### config.mk
export PLATFORM = sky130hd
export DESIGN_NAME = gb_hls_cfg_seq
export DESIGN_NICKNAME = d
export VERILOG_FILES = /design/src/rtl/gb_hls_cfg_seq.sv
export SDC_FILE = /design/constraint.sdc
export NUM_CORES = 1
export LEC_CHECK = 0
export ABC_AREA = 1
export CORE_MARGIN = 2
export CORE_UTILIZATION = 50
export DETAILED_ROUTE_END_ITERATION = 7
export HOLD_SLACK_MARGIN = 0.06
export PLACE_DENSITY_LB_ADDON = 0.08
export SKIP_LAST_GASP = 1
export SYNTH_ARGS = -nofsm -noshare
export SYNTH_HDL_FRONTEND = slang
export SYNTH_SLANG_ARGS = --single-unit
### constraint.sdc
create_clock -name clk -period 4.4 [get_ports clk]
set_input_delay 0.44 -clock clk [delete_from_list [all_inputs] [get_ports clk]]
set_output_delay 0.44 -clock clk [all_outputs]
set_load 0.05 [all_outputs]
### src/rtl/gb_hls_cfg_seq.sv
// gb_hls_cfg_seq
// AXI4-Lite master that configures and launches the Gaussian-blur hls_target
// core through its s_axi_config port, then waits for completion.
//
// In irq mode it writes GIE<=1, IER<=1 and CTRL<=1. It then waits for the
// interrupt and clears it by writing ISR<=1.
// In poll mode it writes CTRL<=1 only. It then reads CTRL every POLL_GAP idle
// cycles until ap_done (bit 1) is set.
//
// Ports
//   clk, rst              clock, asynchronous active-high reset
//   start                 launch request (accepted in IDLE / ERR only)
//   use_irq               1: wait on interrupt, 0: poll CTRL (sampled at start)
//   interrupt             hls_target interrupt line
//   busy, done, error     status: busy while running, done 1-cycle pulse,
//                         error held until the next accepted start
//   run_cycles            cycles from the CTRL write response until completion
//                         is seen; saturating
//   m_AW*/m_W*/m_B*       AXI4-Lite write channels
//   m_AR*/m_R*            AXI4-Lite read channels
module gb_hls_cfg_seq #(
  parameter int ADDR_W   = 5,
  parameter int DATA_W   = 32,
  parameter int POLL_GAP = 4,
  parameter int TIMEOUT  = 1023
) (
  input  logic                clk,
  input  logic                rst,
  input  logic                start,
  input  logic                use_irq,
  input  logic                interrupt,
  output logic                busy,
  output logic                done,
  output logic                error,
  output logic [31:0]         run_cycles,
  output logic                m_AWVALID,
  input  logic                m_AWREADY,
  output logic [ADDR_W-1:0]   m_AWADDR,
  output logic                m_WVALID,
  input  logic                m_WREADY,
  output logic [DATA_W-1:0]   m_WDATA,
  output logic [DATA_W/8-1:0] m_WSTRB,
  input  logic                m_BVALID,
  output logic                m_BREADY,
  input  logic [1:0]          m_BRESP,
  output logic                m_ARVALID,
  input  logic                m_ARREADY,
  output logic [ADDR_W-1:0]   m_ARADDR,
  input  logic                m_RVALID,
  output logic                m_RREADY,
  input  logic [DATA_W-1:0]   m_RDATA,
  input  logic [1:0]          m_RRESP
);

  typedef enum logic [3:0] {
    S_IDLE, S_WR, S_WRESP, S_GAP, S_RD, S_RDATA, S_CLR, S_CLRRESP, S_DONE, S_ERR
  } state_t;

  localparam logic [ADDR_W-1:0] A_CTRL = ADDR_W'(0);
  localparam logic [ADDR_W-1:0] A_GIE  = ADDR_W'(4);
  localparam logic [ADDR_W-1:0] A_IER  = ADDR_W'(8);
  localparam logic [ADDR_W-1:0] A_ISR  = ADDR_W'(12);

  // Position in the launch write sequence.
  localparam logic [1:0] STEP_GIE  = 2'd0;
  localparam logic [1:0] STEP_IER  = 2'd1;
  localparam logic [1:0] STEP_CTRL = 2'd2;

  // In irq mode the timeout is expressed in GAP cycles, equivalent to
  // TIMEOUT polls of POLL_GAP idle cycles plus one read each.
  localparam logic [31:0] GAP_LAST  = 32'(POLL_GAP - 1);
  localparam logic [31:0] IRQ_LAST  = 32'(TIMEOUT * (POLL_GAP + 1) - 1);
  localparam logic [31:0] POLL_LAST = 32'(TIMEOUT);

  state_t            state_reg, state_next;
  logic              irq_mode_reg, irq_mode_next;
  logic [1:0]        step_reg, step_next;
  logic              aw_valid_reg, aw_valid_next;
  logic              w_valid_reg, w_valid_next;
  logic [ADDR_W-1:0] awaddr_reg, awaddr_next;
  logic [DATA_W-1:0] wdata_reg, wdata_next;
  logic [31:0]       gap_cnt_reg, gap_cnt_next;
  logic [31:0]       poll_cnt_reg, poll_cnt_next;
  logic [31:0]       run_cycles_reg, run_cycles_next;

  // Only RDATA[1] (ap_done) is of interest.
  logic unused_rdata;
  assign unused_rdata = &{1'b0, m_RDATA[DATA_W-1:2], m_RDATA[0]};

  always_ff @(posedge clk or posedge rst) begin
    if (rst) begin
      state_reg      <= S_IDLE;
      irq_mode_reg   <= 1'b0;
      step_reg       <= STEP_GIE;
      aw_valid_reg   <= 1'b0;
      w_valid_reg    <= 1'b0;
      awaddr_reg     <= '0;
      wdata_reg      <= '0;
      gap_cnt_reg    <= '0;
      poll_cnt_reg   <= '0;
      run_cycles_reg <= '0;
    end else begin
      state_reg      <= state_next;
      irq_mode_reg   <= irq_mode_next;
      step_reg       <= step_next;
      aw_valid_reg   <= aw_valid_next;
      w_valid_reg    <= w_valid_next;
      awaddr_reg     <= awaddr_next;
      wdata_reg      <= wdata_next;
      gap_cnt_reg    <= gap_cnt_next;
      poll_cnt_reg   <= poll_cnt_next;
      run_cycles_reg <= run_cycles_next;
    end
  end

  logic aw_left, w_left, run_inc;

  always_comb begin
    state_next      = state_reg;
    irq_mode_next   = irq_mode_reg;
    step_next       = step_reg;
    aw_valid_next   = aw_valid_reg;
    w_valid_next    = w_valid_reg;
    awaddr_next     = awaddr_reg;
    wdata_next      = wdata_reg;
    gap_cnt_next    = gap_cnt_reg;
    poll_cnt_next   = poll_cnt_reg;
    run_cycles_next = run_cycles_reg;
    run_inc         = 1'b0;
    // A channel is still pending unless its handshake completes this cycle.
    aw_left         = aw_valid_reg & ~m_AWREADY;
    w_left          = w_valid_reg & ~m_WREADY;

    case (state_reg)
      S_IDLE, S_ERR: begin
        if (start) begin
          irq_mode_next   = use_irq;
          run_cycles_next = '0;
          step_next       = use_irq ? STEP_GIE : STEP_CTRL;
          awaddr_next     = use_irq ? A_GIE : A_CTRL;
          wdata_next      = DATA_W'(1);
          aw_valid_next   = 1'b1;
          w_valid_next    = 1'b1;
          state_next      = S_WR;
        end
      end

      S_WR, S_CLR: begin
        aw_valid_next = aw_left;
        w_valid_next  = w_left;
        if (!aw_left && !w_left) begin
          state_next = (state_reg == S_WR) ? S_WRESP : S_CLRRESP;
        end
      end

      S_WRESP: begin
        if (m_BVALID) begin
          if (m_BRESP != 2'b00) begin
            state_next = S_ERR;
          end else if (step_reg == STEP_CTRL) begin
            gap_cnt_next  = '0;
            poll_cnt_next = '0;
            state_next    = S_GAP;
          end else begin
            step_next     = step_reg + 2'd1;
            awaddr_next   = (step_reg == STEP_GIE) ? A_IER : A_CTRL;
            aw_valid_next = 1'b1;
            w_valid_next  = 1'b1;
            state_next    = S_WR;
          end
        end
      end

      S_GAP: begin
        if (irq_mode_reg) begin
          if (interrupt) begin
            awaddr_next   = A_ISR;
            aw_valid_next = 1'b1;
            w_valid_next  = 1'b1;
            state_next    = S_CLR;
          end else begin
            run_inc = 1'b1;
            if (gap_cnt_reg == IRQ_LAST) begin
              state_next = S_ERR;
            end else begin
              gap_cnt_next = gap_cnt_reg + 32'd1;
            end
          end
        end else begin
          run_inc = 1'b1;
          if (gap_cnt_reg == GAP_LAST) begin
            state_next = S_RD;
          end else begin
            gap_cnt_next = gap_cnt_reg + 32'd1;
          end
        end
      end

      S_RD: begin
        run_inc = 1'b1;
        if (m_ARREADY) begin
          state_next = S_RDATA;
        end
      end

      S_RDATA: begin
        if (m_RVALID && m_RRESP == 2'b00 && m_RDATA[1]) begin
          state_next = S_DONE;
        end else begin
          run_inc = 1'b1;
          if (m_RVALID) begin
            if (m_RRESP != 2'b00) begin
              state_next = S_ERR;
            end else begin
              poll_cnt_next = poll_cnt_reg + 32'd1;
              gap_cnt_next  = '0;
              state_next    = (poll_cnt_reg + 32'd1 == POLL_LAST) ? S_ERR : S_GAP;
            end
          end
        end
      end

      S_CLRRESP: begin
        if (m_BVALID) begin
          state_next = (m_BRESP != 2'b00) ? S_ERR : S_DONE;
        end
      end

      S_DONE: begin
        state_next = S_IDLE;
      end

      default: begin
        state_next = S_IDLE;
      end
    endcase

    if (run_inc && run_cycles_reg != 32'hFFFF_FFFF) begin
      run_cycles_next = run_cycles_reg + 32'd1;
    end
  end

  assign m_AWVALID  = aw_valid_reg;
  assign m_AWADDR   = awaddr_reg;
  assign m_WVALID   = w_valid_reg;
  assign m_WDATA    = wdata_reg;
  assign m_WSTRB    = '1;
  assign m_BREADY   = (state_reg == S_WRESP) || (state_reg == S_CLRRESP);
  assign m_ARVALID  = (state_reg == S_RD);
  assign m_ARADDR   = A_CTRL;
  assign m_RREADY   = (state_reg == S_RDATA);
  assign busy       = !((state_reg == S_IDLE) || (state_reg == S_DONE) || (state_reg == S_ERR));
  assign done       = (state_reg == S_DONE);
  assign error      = (state_reg == S_ERR);
  assign run_cycles = run_cycles_reg;

endmodule

==> impl_metrics.yaml, run 1 <==
synthesis:
  ys.flop_type: "dfrtp_1"
  ys_ff_latch: 108
  yosysUniqueCellTypes: 50
  synth-simple-area-share: 0.350
  synth_fa_ha_area_frac: 0.0119
  yosys.area_share.xor_xnor: 0.0261
  yosysTopAreaCellShare: 0.366
  synthTopCellsByCount: "nand2_1, nor2_1, inv_1"
  syn_avg_cell_area_um2: 7.02
  synth_warnings: 0
  synthTopCellsByArea: "dfrtp_1, nand2_1, nor2_1"
  yosysMostFrequentCell: "nand2_1"
  synth_top_area_cell: "dfrtp_1"
  synth_edf_count: 0
  ys_seq_area_frac: 0.366
  synth_area_mm2: 0.00739
  async_flop_share: 1.00
  synthMuxAreaShare: 0.00542
  synth_compound_area_frac: 0.115
  synth_top_family_by_area: "simple AND/OR/NAND/NOR gates"
  syn_inst: 1052
clock_tree:
  htreeDepth: 3
  cts_setup_buffers: 0
  numCtsBuffers: 9
  cts_tree: "done"
  clockBufferDepth: 2
  cts.reportedPaths.clkPinSlew_ns: 0.07
  insertion_delay_ns: 0.36
  cts_resized: 0
  clock-root-buffer: "clkbuf_16"
  postCtsHoldBufs: 0
  clock-sinks: 108
timing:
  slew_viol_final: 0
  finalSetupViolCount: 0
  hold_violations: 0
  holdWs_ns: 0.471
  max_slew_margin: 0.371
  fin_crit_sh: 0.672
  worst_slew_pin_slew_ns: 0.943
  setup_ws_ns: 1.44
  fin_crit_ns: 2.96
  final.setup_skew_ns: 0.00765
  max_freq_mhz: 338
  tns_ns: 0
  rsz0062_at_grt: "false"
die:
  start_util: 0.510
  core_mm2: 0.0145
  die_y_um: 126
  pin_count: 132
  die_area_mm2: 0.0158
  rows: 44
  die_w_um: 126
placed_design:
  routabilityCongestion: 0.942
  dp_cells: 1275
  dp_slack_ns: 1.45
  portBuffers: 57
  place_hpwl_um: 13400
global_routing:
  antenna_found_initial: 0
  grtUsageTotal: 0.237
  grt_max_degree: 76
  grt_pass1_vias: 6293
  overflow: 0
  grt_first_pass_wirelength_um: 30700
pwr:
  p_per_area_mw_per_mm2: 372
  p_leak_nw: 3.43
  max-vdd-ir-drop_mv: 0.298
routing:
  routedWlPerCell_um: 13.9
  vias_per_cell: 5.24
  first_iter_violations: 438
  drc_errors: 0
  dr.pass1.iters: 5
  ant_nets: 0
  num_vias: 6771
  wirelength_um: 17900
critical_path:
  crit_arrival_ns: 2.52
  cp_slowest_cell: "clkdlybuf4s50_1"
  critPathMaxStageDelay_ns: 0.91
  crit_type: "flip-flop to output port"
  start_kind: "flip-flop"
  crit_chain: "inv_2 > nor2_4 > inv_2 > nor2_4 > clkdlybuf4s50_1"
  worstPathMaxFanout: 21
  required_ns: 3.96
  cp-end-kind: "output port"
worst_hold_path:
  worst_hold_path_type: "flip-flop to flip-flop"
cells_and_area:
  final_core_util: 0.568
  area_delta_synth_final_pct: 11.3
  layout.nets: 1155
  num_antenna_cells: 0
  final-instance-count-excl-fill: 1291
  layout-drive-gt1-share: 0.0560
run:
  drv_cap: 0
outcome:
  status: "complete, no violations"
==> cell usage in the layout (no fill, tap or decap), types with 2 or more instances in the layout <==
cell / synthesis / layout
nand2_1: 261 / 261
nor2_1: 134 / 134
inv_1: 119 / 118
dfrtp_1: 108 / 108
nand3_1: 80 / 80
o21ai_0: 72 / 72
clkdlybuf4s50_1: 0 / 57
conb_1: 2 / 43
nand4_1: 33 / 33
nor3_1: 26 / 26
a21oi_1: 25 / 25
xor2_1: 18 / 18
o22ai_1: 13 / 13
o31ai_1: 10 / 10
clkbuf_16: 0 / 9
o21ai_1: 8 / 8
nor2_4: 7 / 7
ha_1: 7 / 7
nor2_2: 6 / 6
nor3_2: 6 / 6
nor4_1: 6 / 6
buf_4: 45 / 6
mux2i_1: 4 / 4
xnor2_1: 4 / 4
nand2_2: 3 / 3
nand3_2: 3 / 3
o21a_1: 3 / 3
o31ai_2: 3 / 3
inv_2: 2 / 2
a21oi_2: 2 / 2
inv_4: 1 / 2
a22oi_1: 2 / 2
nand3b_1: 2 / 2
nor3_4: 2 / 2
a31oi_1: 2 / 2
o21bai_1: 2 / 2
clkbuf_1: 7 / 2
==> worst max-delay path: cells and delay by family (launching register included) <==
| family | cells | cell delay [ns] |
|---|---|---|
| flip-flops | 1 | 0.50 |
| buffers and inverters | 3 | 1.09 |
| AND/OR/NAND/NOR | 2 | 0.57 |
==> final timing paths <==
kind / from / to / slack, ns / depth (start not counted)
setup / recovery: state_reg[0] / m_RREADY / 1.44 / 5
min in group asynchronous: rst / poll_cnt_reg[23] / 0.64 / 2
hold / removal: m_WDATA[0] / m_WDATA[0] / 0.47 / 1
max in group asynchronous: rst / gap_cnt_reg[29] / 2.94 / 3
setup reg to reg: state_reg[3] / poll_cnt_reg[26] / 1.47 / 14
hold reg to reg: m_WDATA[0] / m_WDATA[0] / 0.47 / 1
==> cell type report <==
class | count | area (um2)
fill | 1415 | 6260
multi-input combinational | 797 | 3920
sequential | 108 | 2700
timing repair buffer | 63 | 616
inverter | 123 | 467
clock buffer | 11 | 233
tap | 184 | 230
clock inverter | 5 | 60.1
==> stage by stage <==
step	total power, mW	instance area [um2]
after floorplan	2.03	7540
after global placement	2.24	7930
after detailed placement	2.25	7930
after CTS	3.09	8220
after global routing	3.25	8220
final	3.06	8220
==> cells by family (layout without fill, tap and decap cells) <==
kind of cell	Yosys count	in the layout
and+or+nand+nor	574	574
buffers and inverters	188	202
AOI/OAI and AO/OA	147	147
DFF	108	108
xor gates and xnor gates	22	22
adders and majority gates	7	7
muxes	4	4
other	2	43
==> where the power goes <==
part / switching (mW) / internal [mW] / total (mW)
sequential: 0.0633 / 1.05 / 1.12
clock: 0.389 / 0.445 / 0.834
combinational: 0.844 / 0.266 / 1.11
total: 1.30 / 1.77 / 3.06
==> layer usage <==
metal  part of all wire  vias up  routed length, um  GRT usage
li1                   -     3460                  -          -
met5                  0        -                  0          0
met4              0.011        0                204     0.0529
met3              0.044       16                779     0.0449
met2               0.46      156               8150      0.383
met1               0.49     3139               8770      0.332
Power figures use the tool's default switching activity.
==> run 2, diff against run 1 <==
- clock period: 4.4 -> 3 ns (I/O delays scaled with it)
==> impl_metrics.yaml, run 2 (synthesis gave the netlist of run 1 again) <==
critical_path:
  r2r_slack_ns: 0.59
  cpMostUsedCell: "nor2_1"
  r2r-end: "state_reg[3]"
  crit_type: "flip-flop to output port"
  cp.depth: 8
  worstPathMaxFanout: 7
  crit_arrival_ns: 2.29
  r2r_cells: 17
  r2r_start: "poll_cnt_reg[1]"
  start_kind: "flip-flop"
  crit_chain: "inv_2 > nor2_4 > nand2_1 > nor2_1 > nor2_1 > inv_1 > nor2_1 > clkdlybuf4s50_1"
  critPathMaxStageDelay_ns: 0.80
  cp_slowest_cell: "clkdlybuf4s50_1"
  cp-end-kind: "output port"
  required_ns: 2.70
  crit_family: "buffers and inverters"
  cp.buffers_inverters: 3
placed_design:
  dp_slack_ns: 0.595
  portBuffers: 57
  routabilityCongestion: 0.922
  place_hpwl_um: 13600
cells_and_area:
  layout.nets: 1160
  layout_common_cells: "nand2_1, nor2_1, inv_1"
  area_delta_synth_final_pct: 12.7
  layout-drive-gt1-share: 0.0629
  num_antenna_cells: 0
  final_common_cell: "nand2_1"
  final_core_util: 0.575
die:
  die_w_um: 126
  rows: 44
  start_util: 0.510
  die_y_um: 126
  core_mm2: 0.0145
  die_area_mm2: 0.0158
  pin_count: 132
pwr:
  power_mw: 4.58
  seq_power_share: 0.357
  p_per_area_mw_per_mm2: 550
  p_comb_frac: 0.370
  swShare: 0.417
  max-vdd-ir-drop_mv: 0.403
  power.net_switching_mw: 1.91
  clockPowerShare: 0.273
  p_int_mw: 2.67
  p_leak_nw: 3.48
routing:
  dr.pass1.iters: 5
  wirelength_um: 17900
  num_vias: 6768
  first_iter_violations: 590
  vias_per_cell: 5.22
  ant_nets: 0
  drc_errors: 0
  routedWlPerCell_um: 13.8
timing:
  max_slew_margin: 0.566
  fin_crit_sh: 0.862
  rsz0062_at_grt: "false"
  hold_violations: 0
  final.setup_skew_ns: 0.00973
  max_freq_mhz: 387
  slew_viol_final: 0
  worst_slew_pin_slew_ns: 0.649
  tns_ns: 0
  setup_ws_ns: 0.414
  finalSetupViolCount: 0
  holdWs_ns: 0.379
  fin_crit_ns: 2.59
clock_tree:
  clockBufferDepth: 2
  insertion_delay_ns: 0.36
  cts_resized: 0
  clock-sinks: 108
  cts_setup_buffers: 0
  numCtsBuffers: 9
  htreeDepth: 3
  clock-root-buffer: "clkbuf_16"
  cts_tree: "done"
  postCtsHoldBufs: 0
  cts.reportedPaths.clkPinSlew_ns: 0.07
worst_hold_path:
  worst_hold_path_type: "primary input to async pin"
global_routing:
  grt_pass1_vias: 6381
  grt_first_pass_wirelength_um: 30600
  overflow: 0
  grtUsageTotal: 0.237
  grt_max_degree: 49
  antenna_found_initial: 0
run:
  drv_cap: 0
outcome:
  status: "complete, no violations"
==> run 2: cell types whose count changed in the layout (fill, tap and decap cells not counted), sizes merged <==
cell	delta
buf	+5
clkbuf	-1
clkinv	+1
==> run 2: how the worst max path moves through the flow <==
stage / startpoint / endpoint / slack, ns
finish: state_reg[0] / busy / 0.41
global route: state_reg[0] / busy / 0.29
CTS: state_reg[0] / busy / 0.39
detailed placement: poll_cnt_reg[1] / state_reg[3] / 0.59
global placement: poll_cnt_reg[1] / state_reg[1] / 0.63
floorplan: run_cycles[1] / run_cycles[26] / 0.70
==> run 2: power by group through the flow <==
stage          Clock [mW]  Combinational [mW]  Sequential, mW
2_1_floorplan           0                1.21            1.78
3_3_place_gp            0                1.69            1.66
3_5_place_dp            0                1.69            1.66
4_1_cts              1.29                1.70            1.63
5_1_grt              1.34                1.86            1.65
6_report             1.25                1.69            1.63
==> run 2: layout make-up <==
| cell class | instances | area [um2] |
|---|---|---|
| Timing Repair Buffer | 68 | 691 |
| Tap cell | 184 | 230 |
| Fill cell | 1412 | 6160 |
| Multi-Input combinational cell | 797 | 3920 |
| Clock inverter | 6 | 70.1 |
| Inverter | 123 | 468 |
| Clock buffer | 10 | 239 |
| Sequential cell | 108 | 2700 |
==> run 2: stage by stage <==
stage / cell area (um2) / std cells
floorplan: 7550 / 1093
global route: 8320 / 1296
finish: 8320 / 1296
CTS: 8320 / 1296
detailed placement: 8010 / 1280
global placement: 8010 / 1280
==> run 2: worst register-to-register path, delay by kind of cell, from the launching register on <==
family / cells / cell delay [ns]
flops: 1 / 0.40
fa+ha+maj: 1 / 0.22
simple gates: 16 / 1.74
==> run 2: per-layer routing <==
metal	wire (um)	vias up	GRT usage
met5	0	-	0
met3	897	19	0.0334
met4	308	0	0.0673
met2	8090	186	0.389
li1	-	3479	-
met1	8570	3084	0.328
